===== config.mk =====
export PLATFORM = sky130hd
export DESIGN_NAME = cam_config_seq
export DESIGN_NICKNAME = d
export VERILOG_FILES = /design/src/rtl/cam_pkg.sv /design/src/rtl/cam_reg_rom.sv /design/src/rtl/cam_config_seq.sv
export SDC_FILE = /design/constraint.sdc
export NUM_CORES = 1
export LEC_CHECK = 0
export CAP_MARGIN = 20
export CORE_MARGIN = 3
export CORE_UTILIZATION = 54
export CTS_BUF_LIST = sky130_fd_sc_hd__clkbuf_4
export CTS_CLUSTER_DIAMETER = 80
export CTS_CLUSTER_SIZE = 16
export DETAILED_ROUTE_END_ITERATION = 12
export PLACE_DENSITY = 0.79
export SYNTH_ARGS = -nofsm -noshare
export SYNTH_HDL_FRONTEND = slang
export SYNTH_SLANG_ARGS = --single-unit

===== constraint.sdc =====
create_clock -name clk -period 3 [get_ports clk]
set_input_delay 0.3 -clock clk [delete_from_list [all_inputs] [get_ports clk]]
set_output_delay 0.3 -clock clk [all_outputs]
set_load 0.03 [all_outputs]

===== src/rtl/cam_pkg.sv =====
// Shared types and table markers for the OV7670 configuration sequencer.
package cam_pkg;

   typedef enum logic [2:0] {
      S_PWRUP,
      S_FETCH,
      S_ISSUE,
      S_WAIT,
      S_GAP,
      S_DELAY,
      S_DONE,
      S_ERROR
   } state_t;

   typedef struct packed {
      logic [7:0] addr;
      logic [7:0] data;
   } reg_entry_t;

   localparam logic [15:0] TBL_END   = 16'hFFFF;
   localparam logic [15:0] TBL_DELAY = 16'hFFF0;

endpackage


===== src/rtl/cam_reg_rom.sv =====
// Combinational OV7670 register table (RGB565, VGA). SHORT_TBL selects a
// four-entry bring-up table used for fast simulation of the sequencer.
module cam_reg_rom
   import cam_pkg::*;
#(
   parameter int IW        = 7,
   parameter bit SHORT_TBL = 1'b0
) (
   input  logic [IW-1:0] i_index,
   output reg_entry_t    o_entry
);

   // Table lookup; anything past the last listed entry reads as the end marker.
   always_comb begin
      o_entry = TBL_END;
      if (SHORT_TBL) begin
         case (int'(i_index))
            0:       o_entry = 16'h1280;
            1:       o_entry = TBL_DELAY;
            2:       o_entry = 16'h1101;
            default: o_entry = TBL_END;
         endcase
      end else begin
         case (int'(i_index))
            0:       o_entry = 16'h1280;   // COM7: soft reset
            1:       o_entry = TBL_DELAY;  // let the sensor come out of reset
            2:       o_entry = 16'h1204;   // COM7: RGB output, VGA
            3:       o_entry = 16'h1101;   // CLKRC: prescaler
            4:       o_entry = 16'h0C00;   // COM3
            5:       o_entry = 16'h3E00;   // COM14: no scaling
            6:       o_entry = 16'h40D0;   // COM15: RGB565, full range
            7:       o_entry = 16'h8C00;   // RGB444 off
            8:       o_entry = 16'h0400;   // COM1
            9:       o_entry = 16'h3A04;   // TSLB
            10:      o_entry = 16'h1438;   // COM9: AGC ceiling
            11:      o_entry = 16'h4FB3;   // colour matrix
            12:      o_entry = 16'h50B3;
            13:      o_entry = 16'h5100;
            14:      o_entry = 16'h523D;
            15:      o_entry = 16'h53A7;
            16:      o_entry = 16'h54E4;
            17:      o_entry = 16'h589E;   // MTXS
            18:      o_entry = 16'h3DC0;   // COM13: gamma, UV saturation
            19:      o_entry = 16'h1713;   // HSTART
            20:      o_entry = 16'h1801;   // HSTOP
            21:      o_entry = 16'h32B6;   // HREF
            22:      o_entry = 16'h1902;   // VSTART
            23:      o_entry = 16'h1A7A;   // VSTOP
            24:      o_entry = 16'h030A;   // VREF
            25:      o_entry = 16'h0F41;   // COM6
            26:      o_entry = 16'h1E00;   // MVFP
            27:      o_entry = 16'h330B;   // CHLF
            28:      o_entry = 16'h3C78;   // COM12
            29:      o_entry = 16'h6900;   // GFIX
            30:      o_entry = 16'h7400;   // REG74
            31:      o_entry = 16'hB084;   // RSVD, needed for good colour
            32:      o_entry = 16'hB10C;   // ABLC1
            33:      o_entry = 16'hB20E;
            34:      o_entry = 16'hB380;   // THL_ST
            default: o_entry = TBL_END;
         endcase
      end
   end

endmodule


===== src/rtl/cam_config_seq.sv =====
// Power-up configuration sequencer for the OV7670: walks the register table,
// schedules one SCCB write per entry, retries NACKs and raises config_done.
module cam_config_seq
   import cam_pkg::*;
#(
   parameter int PWRUP_CYC = 25000,
   parameter int DELAY_CYC = 25000,
   parameter int GAP_CYC   = 16,
   parameter int MAX_RETRY = 3,
   parameter int TBL_DEPTH = 128,
   parameter bit SHORT_TBL = 1'b0
) (
   input  logic                         clk,
   input  logic                         reset_n,
   input  logic                         restart,
   output logic                         sccb_req,
   input  logic                         sccb_ready,
   output logic [7:0]                   sccb_addr,
   output logic [7:0]                   sccb_data,
   input  logic                         sccb_done,
   input  logic                         sccb_nack,
   output logic                         config_done,
   output logic                         config_err,
   output logic [$clog2(TBL_DEPTH)-1:0] err_index,
   output logic                         busy
);

   localparam int IW   = $clog2(TBL_DEPTH);
   localparam int TMAX = (PWRUP_CYC > DELAY_CYC) ? PWRUP_CYC : DELAY_CYC;
   localparam int TW   = $clog2(TMAX + 1);
   localparam int RW   = (MAX_RETRY < 1) ? 1 : $clog2(MAX_RETRY + 1);
   localparam logic [IW-1:0] LAST = IW'(TBL_DEPTH - 1);

   state_t        r_state, w_state_nxt;
   logic [TW-1:0] r_timer, w_timer_nxt;
   logic [IW-1:0] r_index, w_index_nxt;
   logic [RW-1:0] r_retry, w_retry_nxt;
   logic [7:0]    r_addr,  w_addr_nxt;
   logic [7:0]    r_data,  w_data_nxt;
   logic [IW-1:0] r_err,   w_err_nxt;
   reg_entry_t    w_entry;

   cam_reg_rom #(
      .IW        (IW),
      .SHORT_TBL (SHORT_TBL)
   ) u_rom (
      .i_index (r_index),
      .o_entry (w_entry)
   );

   // State register and datapath; reset parks in S_PWRUP with the power-up wait loaded.
   always_ff @(posedge clk or negedge reset_n) begin
      if (!reset_n) begin
         r_state <= S_PWRUP;
         r_timer <= TW'(PWRUP_CYC);
         r_index <= '0;
         r_retry <= '0;
         r_addr  <= '0;
         r_data  <= '0;
         r_err   <= '0;
      end else begin
         r_state <= w_state_nxt;
         r_timer <= w_timer_nxt;
         r_index <= w_index_nxt;
         r_retry <= w_retry_nxt;
         r_addr  <= w_addr_nxt;
         r_data  <= w_data_nxt;
         r_err   <= w_err_nxt;
      end
   end

   // Next-state logic. Timed states leave on the cycle the shared counter would
   // reach zero, so a load of N gives exactly N cycles in the state.
   always_comb begin
      w_state_nxt = r_state;
      w_timer_nxt = r_timer;
      w_index_nxt = r_index;
      w_retry_nxt = r_retry;
      w_addr_nxt  = r_addr;
      w_data_nxt  = r_data;
      w_err_nxt   = r_err;
      if (restart) begin
         // Restart wins over everything, including a done landing this cycle.
         w_state_nxt = S_PWRUP;
         w_timer_nxt = TW'(PWRUP_CYC);
         w_index_nxt = '0;
         w_retry_nxt = '0;
         w_err_nxt   = '0;
      end else begin
         case (r_state)
            S_PWRUP, S_GAP: begin
               if (r_timer <= TW'(1)) w_state_nxt = S_FETCH;
               else                   w_timer_nxt = r_timer - TW'(1);
            end
            S_FETCH: begin
               if (w_entry == TBL_END) begin
                  w_state_nxt = S_DONE;
               end else if (w_entry == TBL_DELAY) begin
                  w_state_nxt = S_DELAY;
                  w_timer_nxt = TW'(DELAY_CYC);
               end else begin
                  w_addr_nxt  = w_entry.addr;
                  w_data_nxt  = w_entry.data;
                  w_state_nxt = S_ISSUE;
               end
            end
            S_ISSUE: begin
               if (sccb_ready) w_state_nxt = S_WAIT;
            end
            S_WAIT: begin
               if (sccb_done) begin
                  if (!sccb_nack) begin
                     w_retry_nxt = '0;
                     // The last table slot finishes the run instead of wrapping.
                     if (r_index == LAST) begin
                        w_state_nxt = S_DONE;
                     end else begin
                        w_index_nxt = r_index + IW'(1);
                        w_state_nxt = S_GAP;
                        w_timer_nxt = TW'(GAP_CYC);
                     end
                  end else if (r_retry < RW'(MAX_RETRY)) begin
                     w_retry_nxt = r_retry + RW'(1);
                     w_state_nxt = S_GAP;
                     w_timer_nxt = TW'(GAP_CYC);
                  end else begin
                     w_err_nxt   = r_index;
                     w_state_nxt = S_ERROR;
                  end
               end
            end
            S_DELAY: begin
               if (r_timer <= TW'(1)) begin
                  if (r_index == LAST) begin
                     w_state_nxt = S_DONE;
                  end else begin
                     w_index_nxt = r_index + IW'(1);
                     w_state_nxt = S_FETCH;
                  end
               end else begin
                  w_timer_nxt = r_timer - TW'(1);
               end
            end
            default: ;
         endcase
      end
   end

   // Outputs decode straight from state so reset drops sccb_req without a clock.
   assign sccb_req    = (r_state == S_ISSUE);
   assign sccb_addr   = r_addr;
   assign sccb_data   = r_data;
   assign config_done = (r_state == S_DONE);
   assign config_err  = (r_state == S_ERROR);
   assign busy        = (r_state != S_DONE) && (r_state != S_ERROR);
   assign err_index   = r_err;

endmodule


## Word-level counts from Yosys, hierarchy flattened

Memories as Yosys holds them, arrays and structs flattened.
Index checks and enable logic that the tools add are counted.

- Register bits: 50
- Bits in read-only memories: 1024
- Input bits: 6
- Output and inout port bits: 27
- Word-level logic and storage cells: 94
- Memories kept: 1

Memory list:

| name | words | bits a word | read ports | clocked after Yosys merged registers in | write ports | line | RTL |
|---|---|---|---|---|---|---|---|
| (name not given) | 64 | 16 | 1 | 0 | 0 | cam_reg_rom.sv:24 | `case (int'(i_index))` |

- $add $sub $neg: 3
- Magnitude comparators: 2
- Eq/ne operators: 24
- Mux-type cells: 38
- Bitwise operators: 3
- Reduce and logical (&&, ||, !) cells: 16

Operators by type and width:

| kind | count |
|---|---|
| $mux W15 | 8 |
| $mux W7 | 10 |
| $pmux W15 S3 | 1 |
| $eq A16 B16 Y1 const B | 2 |
| $mux W3 | 9 |
| $ne A3 B3 Y1 const B | 9 |
| $mux W16 | 1 |
| $le A15 B1 Y1 const B | 1 |
| $pmux W3 S5 | 1 |
| $sub A15 B1 Y15 const B | 1 |
| $mux W2 | 7 |
| $pmux W7 S2 | 1 |
| $eq A3 B3 Y1 const B | 4 |
| $reduce_and A4 Y1 | 3 |
| $ne A4 B4 Y1 const B | 2 |
| $add A7 B1 Y7 const B | 1 |
| $eq A7 B7 Y1 const B | 1 |
| $reduce_and A7 Y1 | 1 |
| $eq A3 B2 Y1 const B | 2 |
| $ne A3 B2 Y1 const B | 2 |
| $reduce_bool A2 Y1 | 3 |
| $reduce_bool A6 Y1 | 1 |
| $reduce_and A5 Y1 | 1 |
| $reduce_bool A4 Y1 | 1 |
| other kinds (11) | 13 |

## Logic depth before layout (Yosys ltp)

Gate-level depths: netlist of run 1.
An unclocked memory read counts as a cell.

- Depth in word-level cells: 7
- Mapped depth: 12
- Mapped depth without buffers: 11

## Cells and area by module

Synthesis of run 1 repeated with hierarchy kept, for this count alone.

- Cells, all modules: 426
- Area total of the unflattened synthesis: 3666.0 um^2

By module, submodules not included:

| module | times used | cells an instance | area each (um^2) | sequential area each (um^2) |
|---|---|---|---|---|
| cam_config_seq | 1 | 277 | 2683.8 | 1258.7 |
| cam_reg_rom | 1 | 149 | 982.2 | 0.0 |

## Worst setup path before layout of run 1

Ideal clock, no wire load.

- Path kind: flip-flop to flip-flop
- From: register r_index[0]
- To: register r_timer[1]
- Library setup time: 0.139 ns
- Arrival time: 3.104 ns
- Slack: -0.243 ns
- Cell stages (with the launch flop): 13
- Cell sequence: dfrtp_1 > buf_2 > inv_1 > ha_1 > and2_1 > o311a_1 > o22ai_1 > nand2_1 > or4_4 > o31ai_4 > and2_4 > buf_6 > o22ai_1

- Word-level cells in the longest chain between the ends: 5
- Elaborated cells on any way between the ends: 9

RTL lines:

| item | line | RTL |
|---|---|---|
| from (decl) | cam_config_seq.sv:36 | `logic [IW-1:0] r_index, w_index_nxt;` |
| from (signal assigned) | cam_config_seq.sv:64 | `r_index <= w_index_nxt;` |
| $mem_v2 Z64 W16 | - |  |
| $mux W16 | cam_reg_rom.sv:24 |  |
| $eq A16 B16 Y1 (on tied branches) | cam_config_seq.sv:98, cam_config_seq.sv:96 |  |
| $ne A3 B3 Y1 (no source line) | - |  |
| $reduce_and A7 Y1 (no source line) * | - |  |
| to (signal assigned) | cam_config_seq.sv:55 | `r_timer <= TW'(PWRUP_CYC);` |
| to (signal assigned) | cam_config_seq.sv:63 | `r_timer <= w_timer_nxt;` |
| to (decl) | cam_config_seq.sv:35 | `logic [TW-1:0] r_timer, w_timer_nxt;` |

Every way passes the cells marked *; elsewhere a longest branch is shown, timed or not.
A chain may end at the register's enable or synchronous reset.

## Worst setup path after layout of run 1

- From: register r_index[0]
- To: register r_timer[5]

Same word-level chain as after synthesis.

==> results of run 1 <==
[what timing repair did]
item                                    4_1_cts  5_1_grt
endpoints found under the setup margin       34       34
resized for setup                            22       37
pin swaps                                     4       18
setup buffers                                 4       10
[final cells by class]
class	count	area [µm²]
sequential	50	1260
multi-input combinational	332	2380
clock inverter	2	13.8
clock buffer	6	45.0
fill	442	1520
inverter	17	68.8
timing repair buffer	119	1040
tap	77	96.3
[metrics by stage]
step	power, µW	setup TNS, ns	utilization (%)	hold slack, ns	setup slack (ns)
after floorplan	1480	0	-	0.00441	0.00292
after global placement	1680	-9.41	69.7	0.454	-0.392
after detailed placement	1720	-8.48	69.7	0.466	-0.363
after CTS	2050	-0.00176	72.3	0.0568	-0.00176
after global routing	2260	-3.77	76.3	0.0741	-0.153
final	2140	-1.70	76.3	0.0304	-0.0891
[flip-flops by register name, summed over array words and instances (netlist names)]
signal,flops
r_retry,2
r_timer,15
sccb_data,8
err_index,7
sccb_addr,8
r_index,7
r_state,3
[cells in the final DEF (no fill, tap or decap), types with 4 or more instances in the layout]
master and count:
a21o_1 4, a21oi_1 27, a22o_1 7, buf_12 4, buf_4 78, buf_6 5, clkbuf_4 6, clkdlybuf4s50_1 31
dfrtp_1 42, dfstp_2 6, ha_1 7, ha_2 4, inv_1 13, mux2_2 8, mux2_4 6, mux2i_1 5
nand2_1 36, nand2b_1 10, nand3_1 16, nand4_1 5, nor2_1 49, nor2_2 4, nor3_1 9, o211ai_1 4
o21ai_0 25, o31ai_1 12, or3_1 5, xnor2_1 4
[power groups by stage]
stage,registers [µW],clock network [µW],logic (µW)
global placement,914,0,764
finish,918,336,890
floorplan,920,0,564
global route,931,361,964
detailed placement,923,0,794
CTS,909,332,808
[layer usage]
metal  up-vias  global-route usage [%]
li1       1774                       -
met1      1838                    39.7
met2       216                    50.2
met3        39                    4.52
met4         0                    12.1
met5         -                       0
[path summary, 6_finish.rpt]
kind                                         startpoint                       to  slack, ns  cells after the start
worst max-delay path             r_index[0]$_DFFE_PN0P_   r_timer[5]$_DFFE_PN1P_      -0.09                     12
worst min-delay path                            reset_n   r_retry[1]$_DFFE_PN0P_       0.03                      1
worst max register to register   r_index[0]$_DFFE_PN0P_   r_timer[5]$_DFFE_PN1P_      -0.09                     12
worst min register to register  r_timer[11]$_DFFE_PN0P_  r_timer[11]$_DFFE_PN0P_       0.49                      1
max in group asynchronous                       reset_n   r_index[0]$_DFFE_PN0P_       2.26                      2
min in group clk                r_timer[11]$_DFFE_PN0P_  r_timer[11]$_DFFE_PN0P_       0.49                      1
[worst max-delay path, stage by stage, from the launching register on]
cell	delay (ns)
dfrtp_2	0.51
inv_4	0.11
buf_4	0.12
ha_2	0.18
nor3b_4	0.24
a31oi_4	0.14
a221o_1	0.34
or4_4	0.47
buf_6	0.16
o31ai_4	0.29
buf_6	0.18
nand3_1	0.08
a22o_1	0.22
[cells by family after synthesis]
group | count (synthesis) | share of synthesized area [%]
flops | 50 | 34.8
xor+xnor | 4 | 0.968
buf+inv | 46 | 6.15
compound gates | 131 | 25.4
simple gates | 165 | 22.4
fa+ha+maj | 13 | 4.49
mux | 19 | 5.84
==> flow_metrics.tcl, run 1 <==
set metrics [dict create \
    grt_usage_pct 30.3 \
    path_max_fanout 7 \
    syn-num-nets 447 \
    ys.flop_type "dfrtp_1" \
    slew_viol_final 0 \
    layout-drive-gt1-share_pct 31.2 \
    clock-root-buffer "clkbuf_4" \
    postRouteAntennaNets 0 \
    period_share_pct 103 \
    yosysTopAreaCell "dfrtp_1" \
    ys_ff_latch 50 \
    hold_buffers 0 \
    rows 29 \
    drt_iter0_drc 399 \
    rsz0062_at_grt "true" \
    pwr-share-clk_pct 15.7 \
    cts_sinks 50 \
    cts_tree "built" \
    yosysMostFrequentCell "nor2_1" \
    route.met3.wl_um 831 \
    p_seq_share_pct 42.8 \
    first_global_vias 3712 \
    leakage_uw 0.00206 \
    worstSetupStartpointType "flip-flop" \
    grt_max_degree 40 \
    clock_path_buffers 2 \
    num_vias 3867 \
    instances_no_fill 603 \
    syn_area_per_cell_um2 8.46 \
    io-pin-count 33 \
    dp_hpwl_mm 8.33 \
    power.density_nw_per_um2 437 \
    die_x_um 87.9 \
    synth_edf_count 0 \
    wl_met1_mm 4.95 \
    setup_viol 29 \
    first_pass_iters 6 \
    crit_type "flip-flop to flip-flop" \
    ir_drop_v 0.000271 \
    syn2layout_area_growth_pct 35.4 \
    met2_length_mm 5.74 \
    start_util_pct 56.4 \
    diodes 0 \
    violations "setup timing" \
    layout_setup_ws_ns -0.0891 \
    wl_per_cell_um 19.6 \
    ys_types 69 \
    grt-ovfl-total 0 \
    synth_cells 428 \
    syn_area_um2 3620 \
    die_y_um 87.9 \
    fmax_ghz 0.324 \
    wl_mm 11.8 \
    fin_skew_ns 0.00798 \
    async_flop_share_pct 100 \
    placed_area_um2 4480 \
    clk_pin_slew_worst_paths_ns 0.16 \
    net-switching-power_uw 870 \
    clk_latency_ns 0.38 \
    period_minus_slack_ns 3.09 \
    p_int_uw 1270 \
    highest_layer "met4" \
    worst-slew-pin-transition_ns 0.911 \
    gp_congestion 0.990 \
    cts_inserted_buffers 5 \
    h-tree-depth 2 \
    core_region_area_um2 6420 \
    antenna_found_initial 0 \
    synth_top_cell_area_share_pct 30.4 \
    portBuffers 32 \
    synthTopCellsByCount "53 x nor2_1, 44 x dfrtp_1, 37 x nand2_1" \
    hold_class "input pin to async pin" \
    fin_area_um2 4900 \
    synth_area_leaders "dfrtp_1 30%, nor2_1 5.5%, ha_1 4.5%" \
    power_frac_comb_pct 41.5 \
    fp.dieArea_um2 7720 \
    switching_share_pct 40.6 \
    grt_pass1_wl_mm 18.3 \
    hold_violations 0 \
    dp.cells 581 \
    yosysWarnings 0 \
    slew_headroom_pct 39.3 \
    arrival_ns 3.42 \
    outcome "finished, violations left" \
    required_ns 3.33 \
    vias_per_cell 6.41 \
    critPathCaptureType "flip-flop" \
    fin_nets 544 \
    drc 0 \
    ys_seq_area_share_pct 34.8 \
    maxCapViolCount 0 \
]
Power figures use the tool's default switching activity.
==> run 2: changes to the inputs <==
--- a/config.mk
+++ b/config.mk
@@ -12,7 +12,8 @@
 export CTS_CLUSTER_DIAMETER = 80
 export CTS_CLUSTER_SIZE = 16
 export DETAILED_ROUTE_END_ITERATION = 12
-export PLACE_DENSITY = 0.79
+export PLACE_DENSITY_LB_ADDON = 0.2
+export SLEW_MARGIN = 20
 export SYNTH_ARGS = -nofsm -noshare
 export SYNTH_HDL_FRONTEND = slang
 export SYNTH_SLANG_ARGS = --single-unit
==> run 2 against run 1 <==
Net effect:
- the flow still finishes with violations (setup timing)
- clock power grew 22%
- power up 5.5%
- via count down 3.4%
- sequential power barely moved
==> flow_metrics.tcl, run 2 (synthesis gave the netlist of run 1 again) <==
set metrics [dict create \
    instances_no_fill 598 \
    wl_per_cell_um 18.5 \
    required_ns 3.33 \
    grtUsageMet1_pct 38.9 \
    core_region_area_um2 6420 \
    rr_endpoint "r_timer[7]$_DFFE_PN1P_" \
    fmax_ghz 0.326 \
    worst-slew-pin-transition_ns 0.663 \
    portBuffers 32 \
    path_max_fanout 6 \
    dp_hpwl_mm 8.10 \
    largest_reg_flops 15 \
    start_util_pct 56.4 \
    power_uw 2260 \
    critPathCaptureType "flip-flop" \
    die_x_um 87.9 \
    vias_per_cell 6.25 \
    p_seq_share_pct 40.5 \
    grt-ovfl-total 0 \
    layout-drive-gt1-share_pct 30.1 \
    use_met2_pct 49.2 \
    period_share_pct 102 \
    slew_viol_final 0 \
    cp_slowest_cell "or4_4" \
    placed_area_um2 4440 \
    fin_area_um2 4820 \
    die_y_um 87.9 \
    num_vias 3736 \
    crit_chain "inv_4 > ha_4 > and2_4 > o311a_1 > o22ai_2 > nand2_1 > or4_4 > o31ai_4 > nand3_1 > a22o_1" \
    h-tree-depth 2 \
    nFillCells 472 \
    grt_max_degree 51 \
    cts_sinks 50 \
    rrSetupSlack_ns -0.07 \
    first_global_vias 3585 \
    layout_common_cells "73 x buf_4, 53 x nor2_1, 42 x dfrtp_1, 33 x nand2_1, 31 x clkdlybuf4s50_1" \
    power_frac_comb_pct 41.4 \
    rsz0062_at_grt "true" \
    layout_setup_ws_ns -0.0655 \
    drt_iter0_drc 259 \
    clk_latency_ns 0.38 \
    arrival_ns 3.39 \
    path_delay_family "compound AO/OA/AOI/OAI gates" \
    dp.cells 580 \
    fin_skew_ns 0.00842 \
    top_register "r_timer" \
    crit_type "flip-flop to flip-flop" \
    switching_share_pct 39.4 \
    postRouteAntennaNets 0 \
    p_int_uw 1370 \
    fp.dieArea_um2 7720 \
    first_pass_iters 6 \
    wl_mm 11.1 \
    r2r_cells 10 \
    clk_pin_slew_worst_paths_ns 0.15 \
    max_stage_delay_ns 0.58 \
    maxCapViolCount 0 \
    drc 0 \
    final_common_cell "buf_4" \
    met3_usage_pct 4.14 \
    clock_path_buffers 2 \
    leakage_uw 0.00203 \
    ir_drop_v 0.000229 \
    antenna_found_initial 0 \
    cts_tree "built" \
    pwr-share-clk_pct 18.1 \
    cp.buffers_inverters 1 \
    net-switching-power_uw 891 \
    power.density_nw_per_um2 469 \
    fin_nets 539 \
    diodes 0 \
    grt_pass1_wl_mm 18.0 \
    clock-root-buffer "clkbuf_4" \
    syn2layout_area_growth_pct 33.1 \
    top_usage_layer "met2" \
    slew_headroom_pct 55.6 \
    period_minus_slack_ns 3.07 \
    setup_viol 29 \
    cts_inserted_buffers 5 \
    worstSetupStartpointType "flip-flop" \
    grt_usage_pct 29.7 \
    rows 29 \
    whs_ns 0.00809 \
    violations "setup timing" \
    crit_cells 10 \
    io-pin-count 33 \
    r2r_start "r_index[0]$_DFFE_PN0P_" \
    outcome "finished, violations left" \
    hold_violations 0 \
    gp_congestion 1.06 \
    hold_class "input pin to async pin" \
]
==> run 2: cell types whose count changed in the layout (fill, tap and decap cells not counted), sizes merged <==
cell    previous run  this run
and2               5         6
clkinv             2         1
inv               17        18
buf               88        81
clkbuf             6         5
nor2              54        55
bufinv             0         1
==> run 2: power groups by stage <==
stage	Sequential [µW]	Combinational (µW)	Clock (µW)
floorplan	920	564	0
global placement	911	792	0
detailed placement	917	823	0
CTS	906	861	423
global route	928	1020	446
finish	915	937	410
==> run 2: timing repair <==
item,CTS,global route
setup endpoints to repair,34,33
setup buffers,5,3
gates resized for setup,26,28
pin swaps,15,15
hold buffers,0,0
cloned,1,1
==> run 2: final cells by class <==
class	instances	area [µm²]	area share, %
clock buffer	5	37.5	0.779
inverter	17	68.8	1.43
sequential	50	1260	26.2
tap	77	96.3	2.00
timing repair buffer	112	951	19.7
multi-input combinational	334	2360	49.0
clock inverter	3	43.8	0.909
==> run 2: how the worst max path moves through the flow <==
stage                                 from                  endpoint  slack (ns)
detailed placement  r_index[0]$_DFFE_PN0P_    r_timer[4]$_DFFE_PN0P_       -0.27
global placement    r_index[0]$_DFFE_PN0P_    r_timer[4]$_DFFE_PN0P_       -0.16
finish              r_index[0]$_DFFE_PN0P_    r_timer[7]$_DFFE_PN1P_       -0.07
floorplan           r_index[1]$_DFFE_PN0P_    r_timer[1]$_DFFE_PN0P_       0.003
global route        r_index[0]$_DFFE_PN0P_  sccb_addr[3]$_DFFE_PN0P_       -0.16
CTS                 r_index[0]$_DFFE_PN0P_  sccb_addr[4]$_DFFE_PN0P_       -0.03
==> run 2: metal layers <==
| metal | routed length [µm] | part of all wire [%] |
|---|---|---|
| met5 | 0 | 0 |
| met4 | 336 | 3.0 |
| met3 | 706 | 6.4 |
| met2 | 5390 | 49 |
| met1 | 4620 | 42 |
==> run 2: per-stage QoR <==
step                      TNS [ns]  setup slack [ns]  util [%]
after detailed placement     -5.97            -0.271      69.2
after CTS                   -0.202           -0.0343      72.9
after floorplan                  0           0.00292         -
after global routing         -3.90            -0.162      75.0
final                        -1.04           -0.0655      75.0
after global placement       -3.59            -0.157      69.2
